File: src/rtl/m_ptw_mem_port_pkg.sv
// m_ptw_mem_port_pkg: FSM states and MMU walk-state codes shared by the PTW memory port.
package m_ptw_mem_port_pkg;
  typedef enum logic [2:0] {S_IDLE, S_RD_REQ, S_RD_WAIT, S_RD_DONE, S_WR_REQ} ptw_state_e;
  localparam logic [2:0] PW_IDLE    = 3'd0;
  localparam logic [2:0] PW_L1_RD   = 3'd1;
  localparam logic [2:0] PW_L0_ADDR = 3'd2;
  localparam logic [2:0] PW_L0_RD   = 3'd3;
  localparam logic [2:0] PW_UPDATE  = 3'd5;
  function automatic logic is_rd(input logic [2:0] s);
    return s == PW_L1_RD || s == PW_L0_RD;
  endfunction
endpackage

File: src/rtl/m_ptw_mem_port_if.sv
// m_ptw_mem_port_if: MMU-side walk signals and single-word DRAM port of the walker.
interface m_ptw_mem_port_if #(parameter int ADDR_W = 32, parameter int DATA_W = 32);
  logic [2:0]        w_pw_state;
  logic              w_tlb_acs;
  logic [ADDR_W-1:0] w_tlb_pte_addr;
  logic              w_pte_we;
  logic [DATA_W-1:0] w_pte_wdata;
  logic              w_tlb_flush;
  logic              w_ptw_busy;
  logic [DATA_W-1:0] w_ptw_odata;
  logic              w_mode_is_ptw;
  logic              w_dram_req;
  logic              w_dram_we;
  logic [ADDR_W-1:0] w_dram_addr;
  logic [DATA_W-1:0] w_dram_wdata;
  logic              w_dram_ready;
  logic              w_dram_rvalid;
  logic [DATA_W-1:0] w_dram_rdata;
  modport master (
    output w_pw_state, w_tlb_acs, w_tlb_pte_addr, w_pte_we, w_pte_wdata, w_tlb_flush,
    output w_dram_ready, w_dram_rvalid, w_dram_rdata,
    input  w_ptw_busy, w_ptw_odata, w_mode_is_ptw, w_dram_req, w_dram_we, w_dram_addr, w_dram_wdata
  );
  modport slave (
    input  w_pw_state, w_tlb_acs, w_tlb_pte_addr, w_pte_we, w_pte_wdata, w_tlb_flush,
    input  w_dram_ready, w_dram_rvalid, w_dram_rdata,
    output w_ptw_busy, w_ptw_odata, w_mode_is_ptw, w_dram_req, w_dram_we, w_dram_addr, w_dram_wdata
  );
endinterface

File: src/rtl/m_ptw_l1_buf.sv
// m_ptw_l1_buf: single-entry write-through L1 PTE buffer, used only when PTW_L1_BUF_EN is defined.
module m_ptw_l1_buf #(
  parameter int ADDR_W = 32,
  parameter int DATA_W = 32
) (
  input  logic              CLK,
  input  logic              RST,
  input  logic              flush,
  input  logic              fill,
  input  logic [ADDR_W-1:0] fill_addr,
  input  logic [DATA_W-1:0] fill_data,
  input  logic              wr,
  input  logic [ADDR_W-1:0] wr_addr,
  input  logic [DATA_W-1:0] wr_data,
  input  logic [ADDR_W-1:0] lk_addr,
  output logic              hit,
  output logic [DATA_W-1:0] hit_data
);
  logic              v;
  logic [ADDR_W-1:0] a;
  logic [DATA_W-1:0] d;
  always_ff @(posedge CLK) begin
    if (RST || flush) v <= 1'b0;
    else if (fill) v <= 1'b1;
    if (fill) begin
      a <= fill_addr;
      d <= fill_data;
    end else if (wr && v && wr_addr == a) d <= wr_data;
  end
  assign hit      = v && lk_addr == a;
  assign hit_data = d;
endmodule

File: src/rtl/m_ptw_mem_port.sv
// m_ptw_mem_port: turns walker PTE reads and A/D write-backs into single-word DRAM transactions.
// Optional single-entry L1 PTE buffer under PTW_L1_BUF_EN.
module m_ptw_mem_port
  import m_ptw_mem_port_pkg::*;
#(
  parameter int ADDR_W = 32,
  parameter int DATA_W = 32
) (
  input logic             CLK,
  input logic             RST,
  m_ptw_mem_port_if.slave bus
);
  ptw_state_e        state, next;
  logic [ADDR_W-1:0] r_addr;
  logic [DATA_W-1:0] r_wdata, r_odata, buf_data;
  logic              rd_pw, start_wr, buf_hit, hit;
  assign rd_pw    = is_rd(bus.w_pw_state);
  assign start_wr = bus.w_pw_state == PW_UPDATE && bus.w_pte_we;
  assign hit      = buf_hit && bus.w_pw_state == PW_L1_RD;
`ifdef PTW_L1_BUF_EN
  m_ptw_l1_buf #(.ADDR_W(ADDR_W), .DATA_W(DATA_W)) u_buf (
    .CLK      (CLK),
    .RST      (RST),
    .flush    (bus.w_tlb_flush),
    .fill     (state == S_RD_WAIT && bus.w_dram_rvalid && bus.w_pw_state == PW_L1_RD),
    .fill_addr(r_addr),
    .fill_data(bus.w_dram_rdata),
    .wr       (state == S_WR_REQ && bus.w_dram_ready),
    .wr_addr  (r_addr),
    .wr_data  (r_wdata),
    .lk_addr  (r_addr),
    .hit      (buf_hit),
    .hit_data (buf_data)
  );
`else
  logic unused_flush;
  assign unused_flush = bus.w_tlb_flush;
  assign buf_hit      = 1'b0;
  assign buf_data     = '0;
`endif
  always_ff @(posedge CLK) begin
    if (RST) begin
      state   <= S_IDLE;
      r_addr  <= '0;
      r_wdata <= '0;
      r_odata <= '0;
    end else begin
      state <= next;
      if (bus.w_tlb_acs && (bus.w_pw_state == PW_IDLE || bus.w_pw_state == PW_L0_ADDR)) r_addr <= bus.w_tlb_pte_addr;
      if (state == S_IDLE && start_wr) begin
        r_addr  <= bus.w_tlb_pte_addr;
        r_wdata <= bus.w_pte_wdata;
      end
      if (state == S_RD_WAIT && bus.w_dram_rvalid) r_odata <= bus.w_dram_rdata;
      else if (state == S_IDLE && hit) r_odata <= buf_data;
    end
  end
  always_comb begin
    next = state;
    case (state)
      S_IDLE:    next = rd_pw ? (hit ? S_RD_DONE : S_RD_REQ) : start_wr ? S_WR_REQ : S_IDLE;
      S_RD_REQ:  next = bus.w_dram_ready ? S_RD_WAIT : S_RD_REQ;
      S_RD_WAIT: next = bus.w_dram_rvalid ? S_RD_DONE : S_RD_WAIT;
      S_RD_DONE: next = S_IDLE;
      S_WR_REQ:  next = bus.w_dram_ready ? S_IDLE : S_WR_REQ;
      default:   next = S_IDLE;
    endcase
    // A request is suppressed in the reset cycle so nothing new reaches DRAM.
    bus.w_dram_req    = !RST && (state == S_RD_REQ || state == S_WR_REQ);
    bus.w_dram_we     = !RST && state == S_WR_REQ;
    bus.w_dram_addr   = r_addr;
    bus.w_dram_wdata  = r_wdata;
    bus.w_ptw_odata   = r_odata;
    bus.w_mode_is_ptw = state == S_RD_REQ || state == S_RD_WAIT || state == S_WR_REQ;
    bus.w_ptw_busy    = (rd_pw && state != S_RD_DONE) || state == S_WR_REQ;
  end
endmodule

File: src/flat_wrapper.sv
// flat-port wrapper written by rule: the top's interface ports become plain ports
module m_ptw_mem_port_flat import m_ptw_mem_port_pkg::*;
#(
  parameter int ADDR_W = 32,
  parameter int DATA_W = 32
)
  (CLK, RST, bus_w_pw_state, bus_w_tlb_acs, bus_w_tlb_pte_addr, bus_w_pte_we, bus_w_pte_wdata, bus_w_tlb_flush, bus_w_dram_ready, bus_w_dram_rvalid, bus_w_dram_rdata, bus_w_ptw_busy, bus_w_ptw_odata, bus_w_mode_is_ptw, bus_w_dram_req, bus_w_dram_we, bus_w_dram_addr, bus_w_dram_wdata);
  m_ptw_mem_port_if #(.ADDR_W(ADDR_W), .DATA_W(DATA_W)) bus_i ();
  input logic CLK;
  input logic RST;
  input wire logic [$bits(bus_i.w_pw_state)-1:0] bus_w_pw_state;
  input wire logic [$bits(bus_i.w_tlb_acs)-1:0] bus_w_tlb_acs;
  input wire logic [$bits(bus_i.w_tlb_pte_addr)-1:0] bus_w_tlb_pte_addr;
  input wire logic [$bits(bus_i.w_pte_we)-1:0] bus_w_pte_we;
  input wire logic [$bits(bus_i.w_pte_wdata)-1:0] bus_w_pte_wdata;
  input wire logic [$bits(bus_i.w_tlb_flush)-1:0] bus_w_tlb_flush;
  input wire logic [$bits(bus_i.w_dram_ready)-1:0] bus_w_dram_ready;
  input wire logic [$bits(bus_i.w_dram_rvalid)-1:0] bus_w_dram_rvalid;
  input wire logic [$bits(bus_i.w_dram_rdata)-1:0] bus_w_dram_rdata;
  output wire logic [$bits(bus_i.w_ptw_busy)-1:0] bus_w_ptw_busy;
  output wire logic [$bits(bus_i.w_ptw_odata)-1:0] bus_w_ptw_odata;
  output wire logic [$bits(bus_i.w_mode_is_ptw)-1:0] bus_w_mode_is_ptw;
  output wire logic [$bits(bus_i.w_dram_req)-1:0] bus_w_dram_req;
  output wire logic [$bits(bus_i.w_dram_we)-1:0] bus_w_dram_we;
  output wire logic [$bits(bus_i.w_dram_addr)-1:0] bus_w_dram_addr;
  output wire logic [$bits(bus_i.w_dram_wdata)-1:0] bus_w_dram_wdata;
  assign bus_i.w_pw_state = bus_w_pw_state;
  assign bus_i.w_tlb_acs = bus_w_tlb_acs;
  assign bus_i.w_tlb_pte_addr = bus_w_tlb_pte_addr;
  assign bus_i.w_pte_we = bus_w_pte_we;
  assign bus_i.w_pte_wdata = bus_w_pte_wdata;
  assign bus_i.w_tlb_flush = bus_w_tlb_flush;
  assign bus_i.w_dram_ready = bus_w_dram_ready;
  assign bus_i.w_dram_rvalid = bus_w_dram_rvalid;
  assign bus_i.w_dram_rdata = bus_w_dram_rdata;
  assign bus_w_ptw_busy = bus_i.w_ptw_busy;
  assign bus_w_ptw_odata = bus_i.w_ptw_odata;
  assign bus_w_mode_is_ptw = bus_i.w_mode_is_ptw;
  assign bus_w_dram_req = bus_i.w_dram_req;
  assign bus_w_dram_we = bus_i.w_dram_we;
  assign bus_w_dram_addr = bus_i.w_dram_addr;
  assign bus_w_dram_wdata = bus_i.w_dram_wdata;
  m_ptw_mem_port #(.ADDR_W(ADDR_W), .DATA_W(DATA_W)) u_core (.CLK(CLK), .RST(RST), .bus(bus_i));
endmodule
File: config.mk
export PLATFORM = sky130hd
export DESIGN_NAME = m_ptw_mem_port_flat
export DESIGN_NICKNAME = d
export VERILOG_FILES = /design/src/rtl/m_ptw_mem_port_pkg.sv /design/src/rtl/m_ptw_mem_port_if.sv /design/src/rtl/m_ptw_l1_buf.sv /design/src/rtl/m_ptw_mem_port.sv /design/src/flat_wrapper.sv
export SDC_FILE = /design/constraint.sdc
export NUM_CORES = 1
export LEC_CHECK = 0
export ABC_AREA = 0
export BUFFER_PORTS_ARGS = -buffer_cell sky130_fd_sc_hd__buf_2
export CAP_MARGIN = 20
export CORE_UTILIZATION = 41
export CTS_BUF_LIST = sky130_fd_sc_hd__clkbuf_2
export DETAILED_ROUTE_END_ITERATION = 6
export PLACE_DENSITY_LB_ADDON = 0.12
export REMOVE_ABC_BUFFERS = 1
export SYNTH_ARGS = -nofsm -noshare
export SYNTH_HDL_FRONTEND = slang
export SYNTH_SLANG_ARGS = --single-unit
File: constraint.sdc
create_clock -name CLK -period 2 [get_ports CLK]
set_input_delay 0.6 -clock CLK [delete_from_list [all_inputs] [get_ports CLK]]
set_output_delay 0.6 -clock CLK [all_outputs]
set_load 0.01 [all_outputs]
Word level (Yosys, flattened, before mapping):

Index checks and enable logic that the tools add are counted.
W data, S select, Z words.

* $lt $le $gt $ge: 0
* eq/ne operators: 8
* mux-type cells: 8
* $mul: 0
* add/subtract/negate cells: 0
* bitwise gates (word level): 0
* shift operators: 0
* divide/modulo/power cells: 0
* reduce and logical (&&, ||, !) cells: 17

Operators by type and width (count)
* $mux W32: 2
* $pmux W3 S4: 1
* $eq A3 B2 Y1 const B: 3
* $mux W3: 3
* $logic_and A1 B1 Y1: 7
* $eq A3 B1 Y1 const B: 2
* $eq A3 B3 Y1 const B: 2
* $logic_not A3 Y1: 2
* $logic_or A1 B1 Y1: 6
* $ne A3 B2 Y1 const B: 1
* $mux W2: 1
* $reduce_bool A2 Y1: 1
* $logic_not A1 Y1: 1
* $mux W1: 1

* latch bits: 0
* memories: 0
* ROM bits: 0
* flip-flop bits (word level): 99
* word-level logic and storage cells: 37
* bits in writable memories: 0

Depth between registers and ports, before layout:

Gate-level depths: netlist (run 1).

* word-level depth: 5
* mapped depth: 6
* depth with buffers taken out: 3

Worst setup path after synthesis (run 1):

No wires, ideal clock.

* path type: input port to output port
* start: input RST
* end: output bus_w_dram_we
* cell stages on the path: 3
* arrival: 1.348 ns
* buffers on the path: 2
* required time: 1.400 ns
* setup slack: 0.052 ns
* cell sequence: clkbuf_1 > buf_2 > nor4b_1

* cells in the longest elaborated chain, start to end: 2

RTL lines
* start, declared: RTL line flat_wrapper.sv:10 `input logic RST;`
* $logic_not A1 Y1: RTL line m_ptw_mem_port.sv:70 `bus.w_dram_we = !RST && state == S_WR_REQ;`
* $logic_and A1 B1 Y1: RTL line m_ptw_mem_port.sv:70
* end, declared: RTL line flat_wrapper.sv:24 `output wire logic [$bits(bus_i.w_dram_we)-1:0] bus_w_dram_we;`

Every way passes these cells.

Worst setup path after layout (run 1):

* start: register u_core.state[0]
* end: output bus_w_dram_we

* cells in the longest elaborated chain, start to end: 2

RTL lines
* start, declared: RTL line m_ptw_mem_port.sv:13 `ptw_state_e state, next;`
* start signal, assigned: RTL line m_ptw_mem_port.sv:48 `state <= next;`
* $eq A3 B3 Y1: RTL line m_ptw_mem_port.sv:70
* $logic_and A1 B1 Y1: RTL line m_ptw_mem_port.sv:70

Every way passes these cells.

==> reports/qor.yml, run 1 <==
setup_path:
  r2r-start: "u_core.state[0]$_SDFF_PP0_"
  r2r_slack_ns: 0.37
  r2r_cells: 5
  rr_endpoint: "u_core.bus.w_dram_wdata[26]$_SDFFE_PP0P_"
  crit_fanout: 5
  cp-end-kind: "output pin"
  critPathKind: "flip-flop to output pin"
  cp_top_family: "flip-flops"
  required_ns: 1.40
  path_buf_inv: 2
  cp_slowest_stage_delay_ns: 0.42
  path_cells: "buf_6 > nor4b_4 > buf_2"
  cp.arrival_ns: 1.42
  slowest_stage: "dfxtp_4"
  startpoint_type: "flip-flop"
clock_network:
  max-clock-path-buffers: 2
  cts_tree: "built"
  insertion_delay_ns: 0.54
  cts-htree-levels: 3
  cts_buffers: 9
  cts.reportedPaths.clkPinSlew_ns: 0.29
  cts_sinks: 99
  cts-root-buf: "clkbuf_2"
  postCtsHoldBufs: 0
global_routing:
  use_met3_pct: 4.58
  gr-total-overflow: 0
  first_global_vias: 3410
  grt_max_degree: 70
  antenna_found_initial: 0
  use_met1_pct: 23.0
  use_met2_pct: 33.1
  top_usage_layer: "met2"
  grt.total_usage_pct: 19.1
  grt_first_pass_wirelength_um: 15700
routing:
  first_iter_violations: 122
  drc: 0
  vias: 3773
  vias_per_cell: 4.85
  wl_um: 10000
  drtPass1Iterations: 4
  wl_per_cell_um: 12.8
  antenna_left: 0
timing:
  timing.final.hold_violations: 0
  finalClockSkew_ns: 0.0285
  rsz0062_at_grt: "yes"
  maxSlewHeadroom_pct: 60.7
  worst_slew_pin_slew_ns: 0.590
  final.setup.worst_slack_ns: -0.0244
  period_needed_ns: 2.02
  setup_violations: 1
  max_freq_mhz: 494
  drv_slew: 0
  whs_ns: 0.246
  period_share_pct: 101
hold_path:
  hold_end: "u_core.bus.w_ptw_odata[15]$_SDFFE_PP0P_"
  hold_start: "bus_w_dram_rdata[15]"
  hold_path.class: "input port to flip-flop"
  hold_path_depth: 3
logic_synthesis:
  synth-edff-count: 0
  synthTopCellsByCount: "dfxtp_1 (99), a21oi_1 (66), nand2_1 (66), nand2b_1 (64)"
  synth_most_common_cell: "dfxtp_1"
  synth_warnings: 0
  ys_ff_latch: 99
  async_reset_ff_share_pct: 0
  syn_inst: 456
  ys_seq_area_share_pct: 49.5
  postSynthAreaPerCell_sq_um: 8.77
  synthFlopType: "dfxtp_1"
  yosys-top-cells-area: "dfxtp_1 (50%), nand2b_1 (10%), a21oi_1 (8.3%), mux2i_1 (8.0%), nand2_1 (6.2%)"
  ys_types: 31
  synth_top_area_share_pct: 49.5
  syn_area_sq_um: 4000
  synth_top_area_cell: "dfxtp_1"
pwr:
  p_sw_share_pct: 28.7
  power_frac_seq_pct: 60.4
  leakage_nw: 2.50
  power_frac_comb_pct: 14.6
  p_int_mw: 2.44
  power_mw: 3.43
  clkPwrFrac_pct: 25.0
  cellPowerDensity_nw_per_um2: 652
  power_switching_uw: 984
  vdd_ir_drop_max_mv: 0.286
floorplan:
  ios: 206
  die_area_sq_um: 10200
  fp.dieH_um: 101
  core_area_sq_um: 9330
  die_w_um: 101
  rows: 35
  start_util_pct: 42.9
finish:
  fill_cells: 938
  diodes: 0
  final_nets: 750
  drive_above_1_share_pct: 37.3
  stdcell_area_sq_um: 5260
  syn_to_final_growth_pct: 31.4
  final_util_pct: 56.4
place:
  postPlaceCellArea_sq_um: 5090
  dp_hpwl_um: 6920
  gp_congestion: 0.793
  io_buffer_count: 204
status:
  status: "finished, violations left"
  violations: "negative setup slack"
flow_run:
  max_cap_viol_count: 0
stage by stage:
stage / std cells / TNS (ns) / setup slack [ns]
final: 778 / -0.0244 / -0.0244
after CTS: 777 / -0.241 / -0.0859
after detailed placement: 757 / 0 / 0.0894
after floorplan: 415 / -52.16 / -1.26
after global placement: 757 / 0 / 0.0428
after global routing: 778 / -0.469 / -0.155
tightest hold or removal path: stages:
cell and delay [ns]:
buf_2 0.09, nand2_1 0.04, a21oi_1 0.05
what timing repair did:
item	4_1_cts	5_1_grt
pin swaps	1	0
gates resized for setup	11	1
endpoints found under the hold margin	0	0
buffers inserted	4	1
endpoints found under the setup margin	4	4
logic make-up (layout without fill, tap and decap cells):
family | Yosys count | in the layout | share of synthesized area [%]
buffers and inverters | 42 | 235 | 5.13
and+or+nand+nor | 177 | 177 | 23.2
DFF | 99 | 99 | 49.5
muxes | 33 | 33 | 8.29
xor gates and xnor gates | 1 | 1 | 0.219
AOI/OAI and AO/OA | 104 | 104 | 13.6
cell type report:
type | instances | area (sq um) | area share [%]
clock inverter | 7 | 52.6 | 1.00
multi-input combinational | 315 | 1840 | 35.1
inverter | 1 | 3.75 | 0.0714
tap | 129 | 161 | 3.07
sequential | 99 | 1990 | 37.9
timing repair buffer | 218 | 1160 | 22.0
clock buffer | 9 | 45.0 | 0.857
worst max-delay path by stage:
| stage | startpoint | end | slack (ns) | cells past startpoint |
|---|---|---|---|---|
| finish | u_core.state[0]$_SDFF_PP0_ | bus_w_dram_we | -0.02 | 3 |
| global route | u_core.state[0]$_SDFF_PP0_ | bus_w_dram_we | -0.15 | 3 |
| CTS | u_core.state[0]$_SDFF_PP0_ | bus_w_dram_we | -0.09 | 3 |
| detailed placement | bus_w_pw_state[0] | bus_w_ptw_busy | 0.09 | 5 |
| global placement | bus_w_pw_state[0] | bus_w_ptw_busy | 0.04 | 5 |
| floorplan | bus_w_dram_rvalid | u_core.bus.w_ptw_odata[0]$_SDFFE_PP0P_ | -1.26 | 3 |
state kept, by name, summed over array words and instances, names as in the netlist:
name and cells:
u_core.bus.w_dram_addr 32, u_core.bus.w_dram_wdata 32, u_core.state 3, u_core.bus.w_ptw_odata 32
power groups by stage:
stage               clock, mW  sequential (mW)  combinational, mW
floorplan                   0             2.14              0.196
global placement            0             2.11              0.483
detailed placement          0             2.11              0.490
CTS                     0.919             2.07              0.501
global route            0.989             2.08              0.550
finish                  0.858             2.07              0.499
layer usage:
layer  share of wire [%]  routed length (um)  vias to the layer above
met1                  43                4270                     1718
met4                 1.3                 126                        0
met5                   0                   0                        -
met2                  49                4890                      137
li1                    -                   -                     1908
met3                 7.1                 705                       10
cell usage in the layout, fill, tap and decap left out, types with 2 or more instances in the layout:
master	count
clkbuf_2	9
buf_12	2
nand3_1	32
dfxtp_1	96
dfxtp_4	3
o21ai_0	22
mux2i_1	32
clkinv_4	2
o21ai_1	13
clkinv_1	2
buf_2	203
nor2_1	2
nor3_1	2
a21oi_1	66
nor2b_1	2
buf_4	12
nand2b_1	64
nand2_1	66
Note: power is estimated with default switching activity, not from simulation.
==> run 2: changes to the inputs <==
GPL_TIMING_DRIVEN = 0   (was unset)
==> run 2 against run 1 <==
The run still ends with negative setup slack left. Register-to-register slack got worse by 0.14 ns. Clock skew rose by 0.0028 ns. Sequential cell count is the same. Via count is 2.0% higher. Cell count up 0.90%. Routed wire length rose by 5.8%. Critical path depth decreased by 1. Sequential share of layout area fell by 1.2 points. Worst hold slack better by 0.013 ns. Critical endpoint unchanged. Largest power group unchanged.
==> reports/qor.yml, run 2 (synthesis gave the netlist of run 1 again) <==
status:
  status: "finished, violations left"  # unchanged
  violations: "negative setup slack"  # unchanged
setup_path:
  critPathKind: "flip-flop to output pin"  # unchanged
  crit_fanout: 8  # was 5
  required_ns: 1.40  # about the same
  startpoint_type: "flip-flop"  # unchanged
  cp_top_family: "flip-flops"  # unchanged
  slowest_stage: "dfxtp_4"  # unchanged
  path_cells: "nor4b_4 > buf_2"  # was buf_6 > nor4b_4 > buf_2
  path_buf_inv: 1  # was 2
  cp_slowest_stage_delay_ns: 0.49  # was 0.42 ns
  cp.arrival_ns: 1.41  # was 1.42 ns
  cp-end-kind: "output pin"  # unchanged
clock_network:
  cts_buffers: 9  # unchanged
  cts_sinks: 99  # unchanged
  insertion_delay_ns: 0.53  # was 0.54 ns
  cts-htree-levels: 3  # unchanged
  cts_tree: "built"  # unchanged
  cts.reportedPaths.clkPinSlew_ns: 0.28  # was 0.29 ns
  max-clock-path-buffers: 2  # unchanged
  cts-root-buf: "clkbuf_2"  # unchanged
  postCtsHoldBufs: 0  # unchanged
pwr:
  power_switching_mw: 1.00  # was 984 uW
  p_int_mw: 2.47  # was 2.44 mW
  power_frac_seq_pct: 59.7  # was 60.4%
  p_sw_share_pct: 28.9  # was 28.7%
  vdd_ir_drop_max_mv: 0.363  # was 0.286 mV
  cellPowerDensity_nw_per_um2: 640  # was 652 nW/um^2
  leakage_nw: 2.58  # was 2.50 nW
  power_frac_comb_pct: 15.7  # was 14.6%
  power_mw: 3.48  # was 3.43 mW
  clkPwrFrac_pct: 24.6  # was 25.0%
finish:
  final_nets: 757  # was 750
  fill_cells: 885  # was 938
  final_util_pct: 58.2  # was 56.4%
  drive_above_1_share_pct: 39.0  # was 37.3%
  diodes: 0  # unchanged
  finalNonFillerCells: 785  # was 778
  stdcell_area_sq_um: 5430  # was 5260 sq um
  layout_commonest_cell: "buf_2"  # unchanged
  syn_to_final_growth_pct: 35.7  # was 31.4%
  most-common-layout-cells: "buf_2 (203), dfxtp_1 (96), nand2_1 (66)"  # was buf_2 (203), dfxtp_1 (96), nand2_1 (66), a21oi_1 (66), nand2b_1 (64)
place:
  gp_congestion: 0.756  # was 0.793
  io_buffer_count: 204  # unchanged
  pre_cts_slack_ns: -0.899  # was 0.0894 ns
  postPlaceCellArea_sq_um: 5100  # was 5090 sq um
  dp_cells: 754  # was 757
  dp_hpwl_um: 7030  # was 6920 um
routing:
  drc: 0  # unchanged
  vias_per_cell: 4.90  # was 4.85
  wl_met2_um: 5020  # was 4890 um
  antenna_left: 0  # unchanged
  wirelength_met1_um: 4520  # was 4270 um
  vias: 3850  # was 3773
  first_iter_violations: 111  # was 122
  routed-wl-met3_um: 819  # was 705 um
  drtPass1Iterations: 4  # unchanged
  wl_um: 10600  # was 10000 um
  top_layer_used: "met4"  # unchanged
  wl_per_cell_um: 13.5  # was 12.8 um
timing:
  rsz0062_at_grt: "yes"  # unchanged
  final.setup.worst_slack_ns: -0.00933  # was -0.0244 ns
  whs_ns: 0.259  # was 0.246 ns
  finalClockSkew_ns: 0.0314  # was 0.0285 ns
  final.setup.tns_ns: -0.00933  # was -0.0244 ns
  drv_slew: 0  # unchanged
  maxSlewHeadroom_pct: 49.8  # was 60.7%
  period_share_pct: 100  # was 101%
  period_needed_ns: 2.01  # was 2.02 ns
  max_freq_mhz: 498  # was 494 MHz
  worst_slew_pin_slew_ns: 0.749  # was 0.590 ns
  setup_violations: 1  # unchanged
  timing.final.hold_violations: 0  # unchanged
floorplan:
  die_area_sq_um: 10200  # unchanged
  rows: 35  # unchanged
  fp.dieH_um: 101  # unchanged
  start_util_pct: 42.9  # unchanged
  ios: 206  # unchanged
  die_w_um: 101  # unchanged
  core_area_sq_um: 9330  # unchanged
global_routing:
  first_global_vias: 3547  # was 3410
  grt_first_pass_wirelength_um: 16200  # was 15700 um
  gr-total-overflow: 0  # unchanged
  antenna_found_initial: 0  # unchanged
  grt_max_degree: 55  # was 70
  grt.total_usage_pct: 20.2  # was 19.1%
hold_path:
  hold_path.class: "input port to flip-flop"  # unchanged
flow_run:
  max_cap_viol_count: 0  # unchanged
run 2: timing repair:
item,CTS,global route
setup buffers,10,3
gates cloned,2,0
pin swaps,2,3
gates resized for setup,16,7
endpoints found under the setup margin,36,24
run 2: worst paths after layout:
| path | start | endpoint | slack [ns] | cells after the start |
|---|---|---|---|---|
| setup reg to reg | u_core.state[2]$_SDFF_PP0_ | u_core.bus.w_ptw_odata[18]$_SDFFE_PP0P_ | 0.23 | 6 |
| setup / recovery | u_core.state[2]$_SDFF_PP0_ | bus_w_dram_we | -0.009 | 2 |
| hold / removal | bus_w_dram_rdata[22] | u_core.bus.w_ptw_odata[22]$_SDFFE_PP0P_ | 0.26 | 3 |
| hold reg to reg | u_core.bus.w_ptw_odata[7]$_SDFFE_PP0P_ | u_core.bus.w_ptw_odata[7]$_SDFFE_PP0P_ | 0.47 | 2 |
run 2: power by group through the flow:
stage / sequential [mW] / combinational, mW / clock [mW]
floorplan: 2.14 / 0.196 / 0
CTS: 2.07 / 0.537 / 0.906
global route: 2.08 / 0.596 / 0.981
detailed placement: 2.11 / 0.494 / 0
finish: 2.07 / 0.546 / 0.857
global placement: 2.11 / 0.464 / 0
run 2: layout make-up:
cell class,instances,area (sq um),share of cell area [%]
timing repair buffer,224,1280,23.5
sequential,99,1990,36.7
tap,129,161,2.97
clock inverter,7,51.3,0.945
clock buffer,9,45.0,0.830
multi-input combinational,316,1900,34.9
inverter,1,6.26,0.115
run 2: worst min-delay path: cells and delay by family:
kind,cells,cell delay [ns]
and+or+nand+nor,1,0.05
buffers and inverters,1,0.09
AOI/OAI and AO/OA,1,0.05
run 2: per-layer routing:
metal	vias to the layer above	global-route usage [%]
li1	1921	-
met1	1761	23.2
met2	152	35.1
met3	16	6.03
met4	0	7.80
met5	-	0
==> run 3: changes to the inputs <==
CAP_MARGIN = 10   (was 20)
MAX_ROUTING_LAYER = met4   (was unset)
==> run 3 against run 2 <==
The run still ends with negative setup slack left. Sequential power about the same. Routed wire length rose by 3.2%. Critical path depth unchanged. Combinational power about the same. Via count stayed put. Fmax fell by 2.3%. Sequential cell count unchanged. Global-route usage rose by 1.3 points. Non-clock buffer count is 3 lower. Worst hold slack lost 0.033 ns. Largest cell class unchanged.
==> reports/qor.yml, run 3 (synthesis gave the netlist of run 1 again) <==
status:
  status: "finished, violations left"  # unchanged
  violations: "negative setup slack"  # unchanged
finish:
  multi_input_area_sq_um: 1890  # was 1900 sq um
  most-common-layout-cells: "buf_2 (202), dfxtp_1 (96), nand2_1 (66)"  # was buf_2 (203), dfxtp_1 (96), nand2_1 (66)
  final_nets: 755  # was 757
  syn_to_final_growth_pct: 34.5  # was 35.7%
  diodes: 0  # unchanged
  drive_above_1_share_pct: 38.7  # was 39.0%
  stdcell_area_sq_um: 5380  # was 5430 sq um
  fill_cells: 915  # was 885
  layout_commonest_cell: "buf_2"  # unchanged
  seq_area_sq_um: 1990  # unchanged
timing:
  whs_ns: 0.226  # was 0.259 ns
  maxSlewHeadroom_pct: 32.3  # was 49.8%
  rsz0062_at_grt: "yes"  # unchanged
  finalClockSkew_ns: 0.0337  # was 0.0314 ns
  final.setup.worst_slack_ns: -0.0569  # was -0.00933 ns
  drv_slew: 0  # unchanged
  timing.final.hold_violations: 0  # unchanged
  worst_slew_pin_slew_ns: 1.01  # was 0.749 ns
  period_share_pct: 103  # was 100%
  period_needed_ns: 2.06  # was 2.01 ns
  final.setup.tns_ns: -0.129  # was -0.00933 ns
  setup_violations: 4  # was 1
  max_freq_mhz: 486  # was 498 MHz
routing:
  antenna_left: 0  # unchanged
  vias: 3850  # unchanged
  drtPass1Iterations: 4  # unchanged
  wl_um: 10900  # was 10600 um
  vias_per_cell: 4.92  # was 4.90
  wl_per_cell_um: 13.9  # was 13.5 um
  drc: 0  # unchanged
  first_iter_violations: 110  # was 111
flow_run:
  max_cap_viol_count: 0  # unchanged
setup_path:
  required_ns: 1.40  # about the same
  startpoint_type: "flip-flop"  # unchanged
  critPathKind: "flip-flop to output pin"  # unchanged
  cp-end-kind: "output pin"  # unchanged
  cp.arrival_ns: 1.46  # was 1.41 ns
  crit_fanout: 6  # was 8
place:
  dp_hpwl_um: 6970  # was 7030 um
  postPlaceCellArea_sq_um: 5070  # was 5100 sq um
  gp_congestion: 0.766  # was 0.756
  io_buffer_count: 204  # unchanged
  pre_cts_slack_ns: -1.02  # was -0.899 ns
floorplan:
  start_util_pct: 42.9  # unchanged
  fp.dieH_um: 101  # unchanged
  die_area_sq_um: 10200  # unchanged
  ios: 206  # unchanged
  core_area_sq_um: 9330  # unchanged
  rows: 35  # unchanged
  die_w_um: 101  # unchanged
clock_network:
  cts_tree: "built"  # unchanged
  cts-htree-levels: 3  # unchanged
  max-clock-path-buffers: 2  # unchanged
  cts.reportedPaths.clkPinSlew_ns: 0.29  # was 0.28 ns
  cts_buffers: 9  # unchanged
  insertion_delay_ns: 0.55  # was 0.53 ns
  cts-root-buf: "clkbuf_2"  # unchanged
  cts_sinks: 99  # unchanged
global_routing:
  grt_first_pass_wirelength_um: 16500  # was 16200 um
  grt_max_degree: 55  # unchanged
  grt.total_usage_pct: 21.4  # was 20.2%
  gr-total-overflow: 0  # unchanged
  first_global_vias: 3509  # was 3547
  antenna_found_initial: 0  # unchanged
pwr:
  cellPowerDensity_nw_per_um2: 649  # was 640 nW/um^2
  vdd_ir_drop_max_mv: 0.374  # was 0.363 mV
  power_mw: 3.49  # was 3.48 mW
  leakage_nw: 2.56  # was 2.58 nW
hold_path:
  hold_path.class: "input port to flip-flop"  # unchanged
## run 3: changes by cell type in the layout (fill, tap and decap cells not counted)
cell / before / now
buf_8: 5 / 2
and4b_1: 1 / 0
and4b_2: 0 / 1
buf_2: 203 / 202
buf_6: 2 / 3
nand4bb_1: 0 / 1
nand4bb_2: 1 / 0
nor3_1: 1 / 2
xnor2_2: 0 / 1
xnor2_4: 1 / 0
## run 3: path summary, 6_finish.rpt
check / from / to / slack, ns / cells past startpoint
worst max-delay path: u_core.state[0]$_SDFF_PP0_ / bus_w_dram_we / -0.06 / 2
worst max register to register: u_core.state[0]$_SDFF_PP0_ / u_core.bus.w_dram_wdata[25]$_SDFFE_PP0P_ / 0.16 / 4
worst min register to register: u_core.bus.w_ptw_odata[3]$_SDFFE_PP0P_ / u_core.bus.w_ptw_odata[3]$_SDFFE_PP0P_ / 0.47 / 2
worst min-delay path: bus_w_dram_rdata[22] / u_core.bus.w_ptw_odata[22]$_SDFFE_PP0P_ / 0.23 / 3
## run 3: final cells by class
type                       instances  share of cell area [%]
inverter                           1                   0.116
clock buffer                       9                   0.837
clock inverter                     7                   0.953
timing repair buffer             221                    23.0
multi-input combinational        317                    35.0
tap                              129                    3.00
sequential                        99                    37.0
## run 3: where the power goes
group / internal [mW] / switching (mW) / total (mW)
Clock: 0.176 / 0.700 / 0.876
Combinational: 0.255 / 0.288 / 0.544
Sequential: 2.04 / 0.0353 / 2.07
## run 3: timing repair
action / in CTS / in global routing
setup buffers: 10 / 2
gates resized for setup: 12 / 8
hold buffers: 0 / 0
setup endpoints to repair: 49 / 9
pin swaps: 3 / 2
gates cloned: 3 / 0
## run 3: routing by layer
metal  track usage, %  share of wire (%)  vias to the layer above
li1                 -                  -                     1926
met1             25.8                 43                     1759
met2             34.8                 48                      143
met3             5.06                6.9                       22
met4             8.36                2.3                        0
met5                -                  0                        -
## run 3: worst max-delay path, cell delays in order, from the launching register on
cell and delay (ns):
dfxtp_4 0.45, nor4b_4 0.28, buf_2 0.18
## run 3: metrics by stage
stage,utilization [%],instances
after floorplan,-,415
after global placement,53.4,748
after detailed placement,54.3,752
after CTS,57.0,781
after global routing,57.7,783
final,57.7,783
